--- src/rtl/get_min_pipe_if.sv ---
// get_min_pipe_if: handshake and data bundle for the pipelined arg-min unit.
// Optional macro GET_MIN_MAX_SEL_EN adds the per-beat find_max select.
interface get_min_pipe_if #(
    parameter int NUM_IN = 13,
    parameter int DATA_W = 8,
    parameter int IDX_W  = 4
);
    logic                     in_valid;
    logic                     in_ready;
    logic [NUM_IN-1:0]        in_en;
    logic [NUM_IN*DATA_W-1:0] in_data;
    logic                     out_valid;
    logic                     out_ready;
    logic                     out_any;
    logic [DATA_W-1:0]        out_min;
    logic [IDX_W-1:0]         out_idx;
`ifdef GET_MIN_MAX_SEL_EN
    logic                     find_max;
`endif

    // Producer of beats / consumer of results.
    modport master (
`ifdef GET_MIN_MAX_SEL_EN
        output find_max,
`endif
        output in_valid, in_en, in_data, out_ready,
        input  in_ready, out_valid, out_any, out_min, out_idx
    );

    // The arg-min unit itself.
    modport slave (
`ifdef GET_MIN_MAX_SEL_EN
        input  find_max,
`endif
        input  in_valid, in_en, in_data, out_ready,
        output in_ready, out_valid, out_any, out_min, out_idx
    );
endinterface

--- src/rtl/get_min_pipe.sv ---
// get_min_pipe: pipelined arg-min over NUM_IN enabled unsigned candidates.
// One input register stage plus ceil(log2(NUM_IN)) registered tournament
// levels; the whole pipe advances together when the output slot is free or
// being taken. Optional macro GET_MIN_MAX_SEL_EN adds a per-beat find_max
// select that turns the tree into an arg-max (ties still to lowest index).
module get_min_pipe #(
    parameter int NUM_IN = 13,
    parameter int DATA_W = 8,
    parameter int IDX_W  = 4
) (
    input  logic          clk,
    input  logic          rst,
    get_min_pipe_if.slave bus
);
    localparam int LEVELS = (NUM_IN > 1) ? $clog2(NUM_IN) : 0;
    // One spare slot per level so the pairing loop never indexes past the end.
    localparam int PAD    = NUM_IN + 1;

    typedef struct packed {
        logic              en;
        logic [DATA_W-1:0] val;
        logic [IDX_W-1:0]  idx;
    } node_t;

    // Number of live nodes at a given tree level (level 0 = input register).
    function automatic int level_cnt(input int lvl);
        int n;
        n = NUM_IN;
        for (int k = 0; k < lvl; k++) n = (n + 1) / 2;
        return n;
    endfunction

    // Node carrying no candidate: the neutral value for the current mode.
    function automatic node_t empty_node(input logic mx);
        node_t n;
        n.en  = 1'b0;
        n.val = mx ? '0 : '1;
        n.idx = '0;
        return n;
    endfunction

    // Left child always holds the lower channel indices, so it wins ties.
    function automatic node_t pick(input node_t a, input node_t b, input logic mx);
        node_t w;
        if (a.en && b.en) begin
            if (mx ? (b.val > a.val) : (b.val < a.val)) w = b;
            else                                        w = a;
        end else if (a.en) begin
            w = a;
        end else if (b.en) begin
            w = b;
        end else begin
            w = empty_node(mx);
        end
        return w;
    endfunction

    logic  w_advance;
    logic  w_in_max;
    node_t w_leaf [0:NUM_IN-1];
    node_t w_next [0:LEVELS][0:PAD-1];

    logic  r_vld  [0:LEVELS];
    logic  r_max  [0:LEVELS];
    node_t r_node [0:LEVELS][0:PAD-1];

`ifdef GET_MIN_MAX_SEL_EN
    assign w_in_max = bus.find_max;
`else
    assign w_in_max = 1'b0;
`endif

    // The pipe moves as a whole whenever the output slot can be vacated.
    assign w_advance = !r_vld[LEVELS] || bus.out_ready;
    assign bus.in_ready = w_advance;

    // Turn each input channel into a leaf node; disabled channels carry nothing.
    always_comb begin
        for (int i = 0; i < NUM_IN; i++) begin
            if (bus.in_en[i]) begin
                w_leaf[i].en  = 1'b1;
                w_leaf[i].val = bus.in_data[i*DATA_W +: DATA_W];
                w_leaf[i].idx = IDX_W'(i);
            end else begin
                w_leaf[i] = empty_node(w_in_max);
            end
        end
    end

    // Pair up the nodes of each level; an unpaired last node passes through.
    always_comb begin
        // NOTE: every element gets a default first so no path leaves it unassigned (no latches).
        for (int l = 0; l <= LEVELS; l++)
            for (int j = 0; j < PAD; j++)
                w_next[l][j] = empty_node(1'b0);
        for (int l = 1; l <= LEVELS; l++) begin
            for (int j = 0; j < (NUM_IN + 1) / 2; j++) begin
                if (2*j + 1 < level_cnt(l-1))
                    w_next[l][j] = pick(r_node[l-1][2*j], r_node[l-1][2*j+1], r_max[l-1]);
                else if (2*j < level_cnt(l-1))
                    w_next[l][j] = r_node[l-1][2*j];
            end
        end
    end

    // Stage registers: cleared on reset, shifted together on advance, else held.
    always_ff @(posedge clk) begin
        if (rst) begin
            // NOTE: these arrays are pipeline registers, not storage; the output stage must read zero after reset, so all of them are cleared.
            for (int l = 0; l <= LEVELS; l++) begin
                r_vld[l] <= 1'b0;
                r_max[l] <= 1'b0;
                for (int j = 0; j < PAD; j++) r_node[l][j] <= '0;
            end
        end else if (w_advance) begin
            // NOTE: non-blocking assignments so every stage reads its neighbour's pre-edge value.
            r_vld[0] <= bus.in_valid;
            if (bus.in_valid) begin
                r_max[0] <= w_in_max;
                for (int i = 0; i < NUM_IN; i++) r_node[0][i] <= w_leaf[i];
            end
            for (int l = 1; l <= LEVELS; l++) begin
                r_vld[l] <= r_vld[l-1];
                r_max[l] <= r_max[l-1];
                for (int j = 0; j < PAD; j++) r_node[l][j] <= w_next[l][j];
            end
        end
    end

    assign bus.out_valid = r_vld[LEVELS];
    assign bus.out_any   = r_node[LEVELS][0].en;
    assign bus.out_min   = r_node[LEVELS][0].val;
    assign bus.out_idx   = r_node[LEVELS][0].idx;
endmodule

--- src/flat_wrapper.sv ---
// flat-port wrapper written by rule: the top's interface ports become plain ports
module get_min_pipe_flat 
#(
    parameter int NUM_IN = 13,
    parameter int DATA_W = 8,
    parameter int IDX_W  = 4
)
  (clk, rst, bus_in_valid, bus_in_en, bus_in_data, bus_out_ready, bus_in_ready, bus_out_valid, bus_out_any, bus_out_min, bus_out_idx);
  get_min_pipe_if #(.NUM_IN(NUM_IN), .DATA_W(DATA_W), .IDX_W(IDX_W)) bus_i ();
  input  logic clk;
  input  logic rst;
  input wire logic [$bits(bus_i.in_valid)-1:0] bus_in_valid;
  input wire logic [$bits(bus_i.in_en)-1:0] bus_in_en;
  input wire logic [$bits(bus_i.in_data)-1:0] bus_in_data;
  input wire logic [$bits(bus_i.out_ready)-1:0] bus_out_ready;
  output wire logic [$bits(bus_i.in_ready)-1:0] bus_in_ready;
  output wire logic [$bits(bus_i.out_valid)-1:0] bus_out_valid;
  output wire logic [$bits(bus_i.out_any)-1:0] bus_out_any;
  output wire logic [$bits(bus_i.out_min)-1:0] bus_out_min;
  output wire logic [$bits(bus_i.out_idx)-1:0] bus_out_idx;
  assign bus_i.in_valid = bus_in_valid;
  assign bus_i.in_en = bus_in_en;
  assign bus_i.in_data = bus_in_data;
  assign bus_i.out_ready = bus_out_ready;
  assign bus_in_ready = bus_i.in_ready;
  assign bus_out_valid = bus_i.out_valid;
  assign bus_out_any = bus_i.out_any;
  assign bus_out_min = bus_i.out_min;
  assign bus_out_idx = bus_i.out_idx;
  get_min_pipe #(.NUM_IN(NUM_IN), .DATA_W(DATA_W), .IDX_W(IDX_W)) u_core (.clk(clk), .rst(rst), .bus(bus_i));
endmodule
--- config.mk ---
export PLATFORM = sky130hd
export DESIGN_NAME = get_min_pipe_flat
export DESIGN_NICKNAME = d
export VERILOG_FILES = /design/src/rtl/get_min_pipe_if.sv /design/src/rtl/get_min_pipe.sv /design/src/flat_wrapper.sv
export SDC_FILE = /design/constraint.sdc
export NUM_CORES = 1
export LEC_CHECK = 0
export ABC_AREA = 1
export BUFFER_PORTS_ARGS = -buffer_cell sky130_fd_sc_hd__buf_4
export CAP_MARGIN = 20
export CORE_MARGIN = 5
export CORE_UTILIZATION = 45
export CTS_BUF_LIST = sky130_fd_sc_hd__clkbuf_2 sky130_fd_sc_hd__clkbuf_4 sky130_fd_sc_hd__clkbuf_8
export CTS_CLUSTER_DIAMETER = 200
export DETAILED_ROUTE_END_ITERATION = 10
export HOLD_SLACK_MARGIN = 0.15
export PLACE_DENSITY = 0.63
export SLEW_MARGIN = 20
export SYNTH_ARGS = -nofsm -noshare
export SYNTH_HDL_FRONTEND = slang
export SYNTH_SLANG_ARGS = --single-unit
export TNS_END_PERCENT = 5
--- constraint.sdc ---
create_clock -name clk -period 8.22 [get_ports clk]
set_input_delay 1.233 -clock clk [delete_from_list [all_inputs] [get_ports clk]]
set_output_delay 1.233 -clock clk [all_outputs]
set_load 0.01 [all_outputs]
======== Word level (Yosys, flattened, before mapping) ========
Memories as Yosys holds them, arrays and structs flattened.
Cells that the tools add are included.
storage, ports and cells
  register bits ........................... 0
  bits in writable memories ............... 895
  input port bits ......................... 121
  output and inout bits ................... 15
  word-level logic and storage cells ...... 285
  memories ................................ 3
cells by class
  order comparisons ....................... 24
  mux-type cells .......................... 165
  bitwise operators ....................... 79
  reduce and logical (&&, ||, !) cells .... 14
memory list
  name           words  width  read ports  clocked after Yosys merged registers in  write ports  RTL line            text
  u_core.r_node  5      177    5           0                                        5            get_min_pipe.sv:65  node_t r_node [0:LEVELS][0:PAD-1];
  u_core.r_max   5      1      4           0                                        5            get_min_pipe.sv:64  logic r_max [0:LEVELS];
  u_core.r_vld   5      1      5           0                                        5            get_min_pipe.sv:63  logic r_vld [0:LEVELS];
operator list
  operator                    number
  two-way mux 13 bit          126
  > comparator 8 bit          12
  less-than comparator 8 bit  12
  bitwise OR 1 bit            79
  two-way mux 8 bit           8
  two-way mux 1 bit           31
  logical AND 1 bit           12
  zero test 1 bit             1
  logical OR 1 bit            1

======== Longest topological paths before layout ========
Gate-level depths: netlist of the first run.
An unclocked memory read counts as a cell.
  word-level depth ........................ 7
  gate-level depth with buffers ........... 12
  gate-level depth less buffers ........... 12

======== Least setup slack after synthesis of the first run ========
No wires, ideal clock.
  path kind ............................... input-to-reg
  from .................................... input rst
  to ...................................... memory u_core.r_node[1][103] in the netlist's numbering, enable pin
  setup time .............................. 1,735 ps
  data arrival time ....................... 4,921 ps
  required time ........................... 6,485 ps
  setup slack ............................. 1,564 ps
  stages on the path ...................... 2
  path buffers ............................ 0
  path through ............................ inv_1 > nand3_1
RTL lines
  element      RTL line            text
  from (decl)  flat_wrapper.sv:11  input logic rst;
  to (decl)    get_min_pipe.sv:65

======== Worst setup path in the final report of the first run ========
  from .................................... input bus_out_ready
  to ...................................... output bus_in_ready
on the way
  word-level cells in the longest chain between the ends .. 1
RTL lines
  element           RTL line            text
  from (decl)       flat_wrapper.sv:15  input wire logic [$bits(bus_i.out_ready)-1:0] bus_out_ready;
  logical OR 1 bit  get_min_pipe.sv:74  assign w_advance = !r_vld[LEVELS] || bus.out_ready;
  to (decl)         flat_wrapper.sv:16  output wire logic [$bits(bus_i.in_ready)-1:0] bus_in_ready;
Every way passes these cells.

==> flow_summary.ini, run 1 <==
[outcome]
status = complete, no violations

[critical_path]
critPathKind = in2out
reg2reg_slack_ns = 5.78
endpoint = bus_in_ready
r2r-end = u_core.r_node[4][164]
rr_worst_depth = 8
worst_r2r_startpoint = u_core.r_vld[4]
startpoint = bus_out_ready
cp_slowest_cell = buf_4
crit_chain = buf_4, inv_2, nand2_2, buf_4
cpMostUsedCell = buf_4
end_kind = output pin
crit_path_max_fanout = 3
cp_slowest_stage_delay_ns = 0.17
cp-start-kind = input port
cp_data_arrival_time_ns = 1.67
critical_path_required_ns = 6.99

[sta]
tightest_slew_ns = 1.022
rsz0062_at_grt = no
slew_headroom = 0.3185
finalSetupViolCount = 0
fin_crit_sh = 0.3535
final.min_clock_period_ns = 2.906
hold_viol = 0
skew_ns = 0.02855
maxSlewViolCount = 0
fin_ws_ns = 5.314
clock.fmax_mhz = 344.1
finalSetupTns_ns = 0

[clock_network]
cts_tree = done
cts_sinks = 278
clkTransAtPathRegs_ns = 0.05
cts-root-buf = clkbuf_8
cts_setup_buffers = 0
clk_latency_ns = 0.58
htree_levels = 2
cts_made_buffers = 47
cts_buffer_depth = 3
post_cts_resized = 0
ctsHoldBuffers = 0

[grt]
grt_pass1_vias = 12140
antenna_found_initial = 0
track_usage = 0.1764
grt_start_max_net_pins = 94
grt_overflow = 0
grt_pass1_wl_um = 58510

[route]
drtIter0Drc = 1018
wirelength_um = 35510
vias_per_cell = 5.204
vias = 12921
drc_errors = 0
ant_nets = 0
firstDrtPassIters = 5
routedWlPerCell_um = 14.30

[place]
gp_congestion = 0.8739
numPortBuffers = 135
dp_cells = 2400
dp_hpwl_um = 25140
placed_area_um2 = 17370
post-place-ws_ns = 4.556

[final_layout]
seq_area_um2 = 8348
layout_commonest_cell = nor2_1
final_cell_mix = nor2_1, nand2_1, edfxtp_1
fin_nets = 2194
final_cells = 2483
layout-drive-gt1-share = 0.1222
n_fill_cell = 3315
area_delta_synth_final_pct = 13.52
fin_area_um2 = 18290
multi_input_area_um2 = 6520

[logic_synthesis]
syn_inst = 1859
synth-seq-cells = 278
synth-seq-area-share = 0.5181
yosysWarnings = 0
synth_cell_types = 30
syn_area_um2 = 16110
syn_area_per_cell_um2 = 8.667

[floorplanning]
dieArea_um2 = 39690
chipWidth_um = 199.2
die_h_um = 199.2
initial_core_util = 0.4541
rows = 69
io_pins = 136
fp.coreArea_um2 = 35480

[power]
vdd_ir_drop_max_uv = 94.83
leakage_nw = 8.178
p_per_area_nw_per_um2 = 202.2

[job]
cap_violations = 0

[hold_path]
hold_path.class = reg2reg
worstHoldPathCells = 2
-- critical path, delay by kind of cell --
family        cells  cell delay (ns)
buf+inv           3             0.36
simple gates      1             0.08
-- cell usage after synthesis --
| cell | n | area share |
|---|---|---|
| o221ai_1 | 36 | 0.020 |
| nand2_2 | 15 | 0.0058 |
| nand2_1 | 325 | 0.076 |
| conb_1 | 1 | 0.00023 |
| buf_1 | 2 | 0.00047 |
| o211ai_1 | 5 | 0.0023 |
| nor2_1 | 412 | 0.096 |
| o21bai_1 | 1 | 0.00047 |
| nand2_4 | 3 | 0.0021 |
| clkbuf_1 | 16 | 0.0037 |
| nor2_2 | 1 | 0.00039 |
| nand3_1 | 136 | 0.042 |
| ha_1 | 84 | 0.065 |
| inv_1 | 205 | 0.048 |
| o21ai_1 | 6 | 0.0019 |
| buf_2 | 23 | 0.0071 |
| a21oi_1 | 151 | 0.047 |
| nor3_1 | 2 | 0.00062 |
| buf_6 | 15 | 0.010 |
| buf_4 | 8 | 0.0037 |
| a21oi_2 | 5 | 0.0027 |
| inv_2 | 5 | 0.0012 |
| edfxtp_1 | 278 | 0.52 |
| o21a_1 | 12 | 0.0056 |
| a21boi_0 | 5 | 0.0023 |
| o22ai_1 | 60 | 0.023 |
| clkinv_1 | 20 | 0.0047 |
| o21ai_0 | 21 | 0.0065 |
| nand3b_1 | 2 | 0.00093 |
| a211oi_1 | 4 | 0.0019 |
-- sequential cells by signal, summed over array words and instances, names as in the netlist --
register,cells
u_core.r_node,273
u_core.r_vld,5
-- kinds of logic (layout without fill, tap and decap cells) --
group,count (synthesis),after routing,synth area share
other,1,5,0.0002328
and+or+nand+nor,896,896,0.2238
adders and majority gates,84,84,0.06523
DFF,278,278,0.5181
buffers and inverters,294,453,0.07913
AOI/OAI and AO/OA,306,306,0.1135
-- stage by stage --
step / util / hold slack, ns / power [W]
3_5_place_dp: 0.4895 / 0.5321 / 0.002555
4_1_cts: 0.5146 / 0.5444 / 0.003736
6_report: 0.5155 / 0.5395 / 0.003699
5_1_grt: 0.5154 / 0.5799 / 0.003928
3_3_place_gp: 0.4895 / 0.5273 / 0.002533
2_1_floorplan: - / 0.5192 / 0.002367
-- power breakdown --
group	internal (W)	leakage (nW)	switching, W
Sequential	0.00172	3.13	0.000107
Clock	0.000635	0.475	0.000530
Combinational	0.000269	4.58	0.000442
Total	0.00262	8.18	0.00108
-- layer usage --
layer	up-vias	track usage	share of wire
met5	-	0	0
met4	0	0.05471	0.022
met3	60	0.02883	0.052
met2	379	0.2777	0.45
met1	5929	0.2523	0.47
li1	6553	-	-
-- area by class of cell --
cell class              instances  area share
diodes                          1   0.0001368
flip-flops and latches        278      0.4564
inverters                     230     0.04727
well taps                     461     0.03154
repair buffers                142     0.05938
clock buffers                  62     0.04152
clock inverters                19    0.007251
multi-input cells            1290      0.3565
-- how the worst min path moves through the flow --
stage | endpoint | startpoint | slack (ns)
final | u_core.r_node[1][95] | u_core.r_node[0][17] | 0.54
after global routing | u_core.r_node[1][95] | u_core.r_node[0][17] | 0.58
after global placement | u_core.r_vld[1] | u_core.r_vld[0] | 0.53
after floorplan | u_core.r_node[1][90] | u_core.r_node[0][12] | 0.52
after CTS | u_core.r_node[1][95] | u_core.r_node[0][17] | 0.54
after detailed placement | u_core.r_node[1][95] | u_core.r_node[0][17] | 0.53
(Power assumes the default switching activity.)
==> inputs of run 2 (changes only) <==
clock period = 3 ns   (was 8.22 ns; I/O delays follow)
==> flow_summary.ini, run 2 (synthesis results as in run 1) <==
[critical_path]
cp-start-kind = register
rr_worst_depth = 9
crit_path_max_fanout = 13
end_kind = register
critical_path_required_ns = 3.33
cp_data_arrival_time_ns = 2.53
critPathKind = reg2reg

[final_layout]
antenna_cells = 0
regMostFlops = u_core.r_node
layout-drive-gt1-share = 0.1210
layout_commonest_cell = nor2_1
reg_top3 = u_core.r_node (273), u_core.r_vld (5)
fin_nets = 2220
area_delta_synth_final_pct = 15.55
final_cell_mix = nor2_1, nand2_1, edfxtp_1
fin_area_um2 = 18620
final_cells = 2510
largest_register_ffs = 273

[power]
power_w = 0.01035
vdd_ir_drop_max_uv = 275.9
p_per_area_nw_per_um2 = 556.0
leakage_nw = 8.309

[sta]
final.min_clock_period_ns = 2.198
finalSetupViolCount = 0
slew_headroom = 0.5466
rsz0062_at_grt = no
fin_crit_sh = 0.7326
tightest_slew_ns = 0.6801
hold_viol = 0
clock.fmax_mhz = 455.0
maxSlewViolCount = 0
skew_ns = 0.01865

[route]
drt-met1-wl_um = 17250
drc_errors = 0
ant_nets = 0
met3WireLength_um = 2163
firstDrtPassIters = 6
routedWlPerCell_um = 14.69
top_layer = met5
wirelength_um = 36870
vias_per_cell = 5.214
wl_met2_um = 16710
vias = 13087
drtIter0Drc = 1216

[job]
cap_violations = 0

[grt]
grt_start_max_net_pins = 72
antenna_found_initial = 1
grt_pass1_vias = 12429
grt_overflow = 0
grt_pass1_wl_um = 61010
track_usage = 0.1858

[clock_network]
cts_made_buffers = 48
cts_sinks = 278
cts-root-buf = clkbuf_8
cts_setup_buffers = 0
cts_tree = done
htree_levels = 2
cts_buffer_depth = 3
clkTransAtPathRegs_ns = 0.06
clk_latency_ns = 0.57

[place]
dp_hpwl_um = 25630
placed_area_um2 = 17500
dp_cells = 2407
numPortBuffers = 135
gp_congestion = 0.8665

[floorplanning]
dieArea_um2 = 39690
fp.coreArea_um2 = 35480
io_pins = 136
rows = 69
initial_core_util = 0.4541
die_h_um = 199.2
chipWidth_um = 199.2

[hold_path]
hold_path.class = in2reg
worstHoldPathCells = 3

[outcome]
status = complete, no violations
-- run 2: cell types whose count changed in the layout (fill, tap and decap cells not counted), sizes merged --
cell and change:
buf +6, clkinv +4, clkinvlp +2, bufinv +2, clkbuf -5, diode -1
dlygate4sd3 +19
-- run 2: final timing paths --
path                                             from  slack, ns               endpoint
worst min-delay path                  bus_in_data[23]       0.19  u_core.r_node[0][149]
worst max register to register  u_core.r_node[1][173]       0.80  u_core.r_node[2][171]
worst min register to register   u_core.r_node[0][18]       0.53   u_core.r_node[1][96]
worst max-delay path            u_core.r_node[1][173]       0.80  u_core.r_node[2][171]
-- run 2: worst max-delay path, cell delays in order, from the launching register on --
cell and delay, ns:
edfxtp_1 0.46, inv_1 0.09, ha_1 0.23, a21oi_1 0.17
o21a_1 0.42, nand2_1 0.27, nand2_1 0.12, nand3_1 0.07
nand2_1 0.08, inv_1 0.05
-- run 2: timing repair --
action | CTS | global route
endpoints found under the hold margin | 19 | 0
hold buffers | 19 | 0
gates resized for setup | 0 | 0
-- run 2: layout make-up --
cell class / count / area [um2]
repair buffers: 167 / 1376
multi-input cells: 1290 / 6520
fillers: 3258 / 16870
well taps: 461 / 576.8
clock buffers: 57 / 728.2
flip-flops and latches: 278 / 8348
clock inverters: 27 / 202.7
inverters: 230 / 864.6
-- run 2: metal layers --
metal,GRT usage,vias up
li1,-,6614
met1,0.2697,6029
met2,0.2914,384
met3,0.02917,58
met4,0.05193,2
met5,0,-
-- run 2: per-stage QoR --
stage,TNS (ns),util,hold WS [ns],setup WS [ns]
after floorplan,-84.35,-,0.5192,-0.7210
after global placement,0,0.4931,0.5208,0.8375
after detailed placement,0,0.4931,0.5322,0.8224
after CTS,0,0.5247,0.1501,0.8199
after global routing,0,0.5247,0.1818,0.5993
final,0,0.5247,0.1944,0.8022
-- run 2: power breakdown --
| group | total (W) | internal [W] | switching [W] |
|---|---|---|---|
| sequential | 0.00500 | 0.00470 | 0.000297 |
| clock | 0.00337 | 0.00186 | 0.00150 |
| combinational | 0.00199 | 0.000766 | 0.00122 |
| total | 0.0104 | 0.00733 | 0.00302 |
==> inputs of run 3 (changes only) <==
clock period = 2.3 ns   (was 3 ns; I/O delays follow)
==> flow_summary.ini, run 3 (synthesis results as in run 1) <==
[outcome]
status = complete, no violations

[sta]
skew_ns = 0.01713
maxSlewViolCount = 0
fin_crit_sh = 0.9009
slew_headroom = 0.6241
rsz0062_at_grt = no
tightest_slew_ns = 0.5639
final.min_clock_period_ns = 2.072
finalSetupViolCount = 0
clock.fmax_mhz = 482.6
hold-worst-slack_ns = 0.2562
hold_viol = 0

[route]
drtIter0Drc = 1212
wirelength_um = 38370
vias_per_cell = 5.177
ant_nets = 0
routedWlPerCell_um = 14.75
drc_errors = 0
firstDrtPassIters = 6
vias = 13470

[final_layout]
multi_input_area_um2 = 6520
layout-drive-gt1-share = 0.1214
seq_area_um2 = 8348
reg_top3 = u_core.r_node (273), u_core.r_vld (5)
regMostFlops = u_core.r_node
largest_register_ffs = 273
final_cells = 2602
n_fill_cell = 3126
layout_commonest_cell = nor2_1
area_delta_synth_final_pct = 21.37
antenna_cells = 0
final_cell_mix = nor2_1, nand2_1, edfxtp_1
fin_nets = 2314

[clock_network]
htree_levels = 2
cts_sinks = 278
cts_tree = done
cts_made_buffers = 47
cts_buffer_depth = 3
clkTransAtPathRegs_ns = 0.06
cts-root-buf = clkbuf_8
cts_setup_buffers = 0
clk_latency_ns = 0.58

[critical_path]
rr_worst_depth = 8
cp-start-kind = register
reg2reg_slack_ns = 0.23
critical_path_required_ns = 2.66
critPathKind = reg2reg
end_kind = register
cp_data_arrival_time_ns = 2.43
r2r-end = u_core.r_node[1][171]
crit_path_max_fanout = 15
worst_r2r_startpoint = u_core.r_node[0][175]

[place]
dp_hpwl_um = 26390
numPortBuffers = 135
gp_congestion = 0.8782
dp_cells = 2416

[hold_path]
min_to = u_core.r_node[0][85]
worstHoldPathCells = 3
hold_path.class = in2reg
worstHoldStart = bus_in_en[7]

[grt]
antenna_found_initial = 0
track_usage = 0.1909
grt_start_max_net_pins = 62
grt_overflow = 0
top_usage_layer = met2
globalRouteMet1Util = 0.2675
grt_pass1_wl_um = 62730
grt_pass1_vias = 12836
use_met3 = 0.03153
met2_usage = 0.3096

[floorplanning]
die_h_um = 199.2
fp.coreArea_um2 = 35480
chipWidth_um = 199.2
rows = 69
io_pins = 136
dieArea_um2 = 39690
initial_core_util = 0.4541

[power]
leakage_nw = 8.722
p_per_area_nw_per_um2 = 695.4
vdd_ir_drop_max_uv = 383.0

[job]
cap_violations = 0
[run 3: changes by cell type in the layout (fill, tap and decap cells not counted)]
cell and delta:
buf_12 +3, clkinv_2 +2, clkinvlp_4 -1, inv_1 -1
bufinv_16 -1, clkinv_1 -5, clkbuf_4 +3, dlygate4sd3_1 +86
buf_4 +6
[run 3: how the worst max path moves through the flow]
stage | from | slack (ns) | endpoint
CTS | u_core.r_node[0][175] | 0.26 | u_core.r_node[1][171]
detailed placement | u_core.r_node[0][175] | 0.27 | u_core.r_node[1][171]
floorplan | u_core.r_vld[4] | -0.1 | u_core.r_node[1][103]
global route | u_core.r_node[0][32] | 0.08 | u_core.r_node[1][103]
finish | u_core.r_node[0][175] | 0.23 | u_core.r_node[1][171]
global placement | u_core.r_node[0][162] | 0.34 | u_core.r_node[1][171]
[run 3: per-layer routing]
| layer | up-vias | part of all wire | wire (um) |
|---|---|---|---|
| met1 | 6205 | 0.45 | 17390 |
| met4 | 0 | 0.018 | 692 |
| met5 | - | 0 | 0 |
| met3 | 68 | 0.059 | 2263 |
| met2 | 411 | 0.47 | 18030 |
| li1 | 6786 | - | - |
[run 3: power by group]
group / internal (W) / total, W / switching [W]
clock: 0.00235 / 0.00429 / 0.00194
combinational: 0.00115 / 0.00280 / 0.00165
sequential: 0.00613 / 0.00651 / 0.000381
[run 3: stage by stage]
stage / power, W / TNS [ns] / instance area, um2 / setup WS (ns) / utilization
after floorplan: 0.008450 / -15.96 / 16150 / -0.09914 / -
after global placement: 0.009152 / 0 / 17600 / 0.3356 / 0.4961
after detailed placement: 0.009229 / 0 / 17600 / 0.2740 / 0.4961
after CTS: 0.01372 / 0 / 19560 / 0.2592 / 0.5511
after global routing: 0.01443 / 0 / 19560 / 0.07512 / 0.5511
final: 0.01360 / 0 / 19560 / 0.2280 / 0.5511
[run 3: repair_timing]
action	CTS	global route
endpoints found under the hold margin	105	0
hold buffers	105	0
setup endpoints to repair	0	0
gates resized for setup	0	0
[run 3: worst max-delay path, stage by stage (launching register included)]
cell	delay, ns
edfxtp_1	0.41
inv_1	0.11
ha_1	0.24
a21oi_1	0.15
o21a_1	0.46
nand3_1	0.14
nand2_1	0.08
nor2_1	0.04
nor2_1	0.25
[run 3: cell type report]
cell class              instances  share of cell area
multi-input cells            1290              0.3334
well taps                     461             0.02950
inverters                     230             0.04440
flip-flops and latches        278              0.4269
clock inverters                21            0.007614
clock buffers                  60             0.03839
repair buffers                262              0.1198
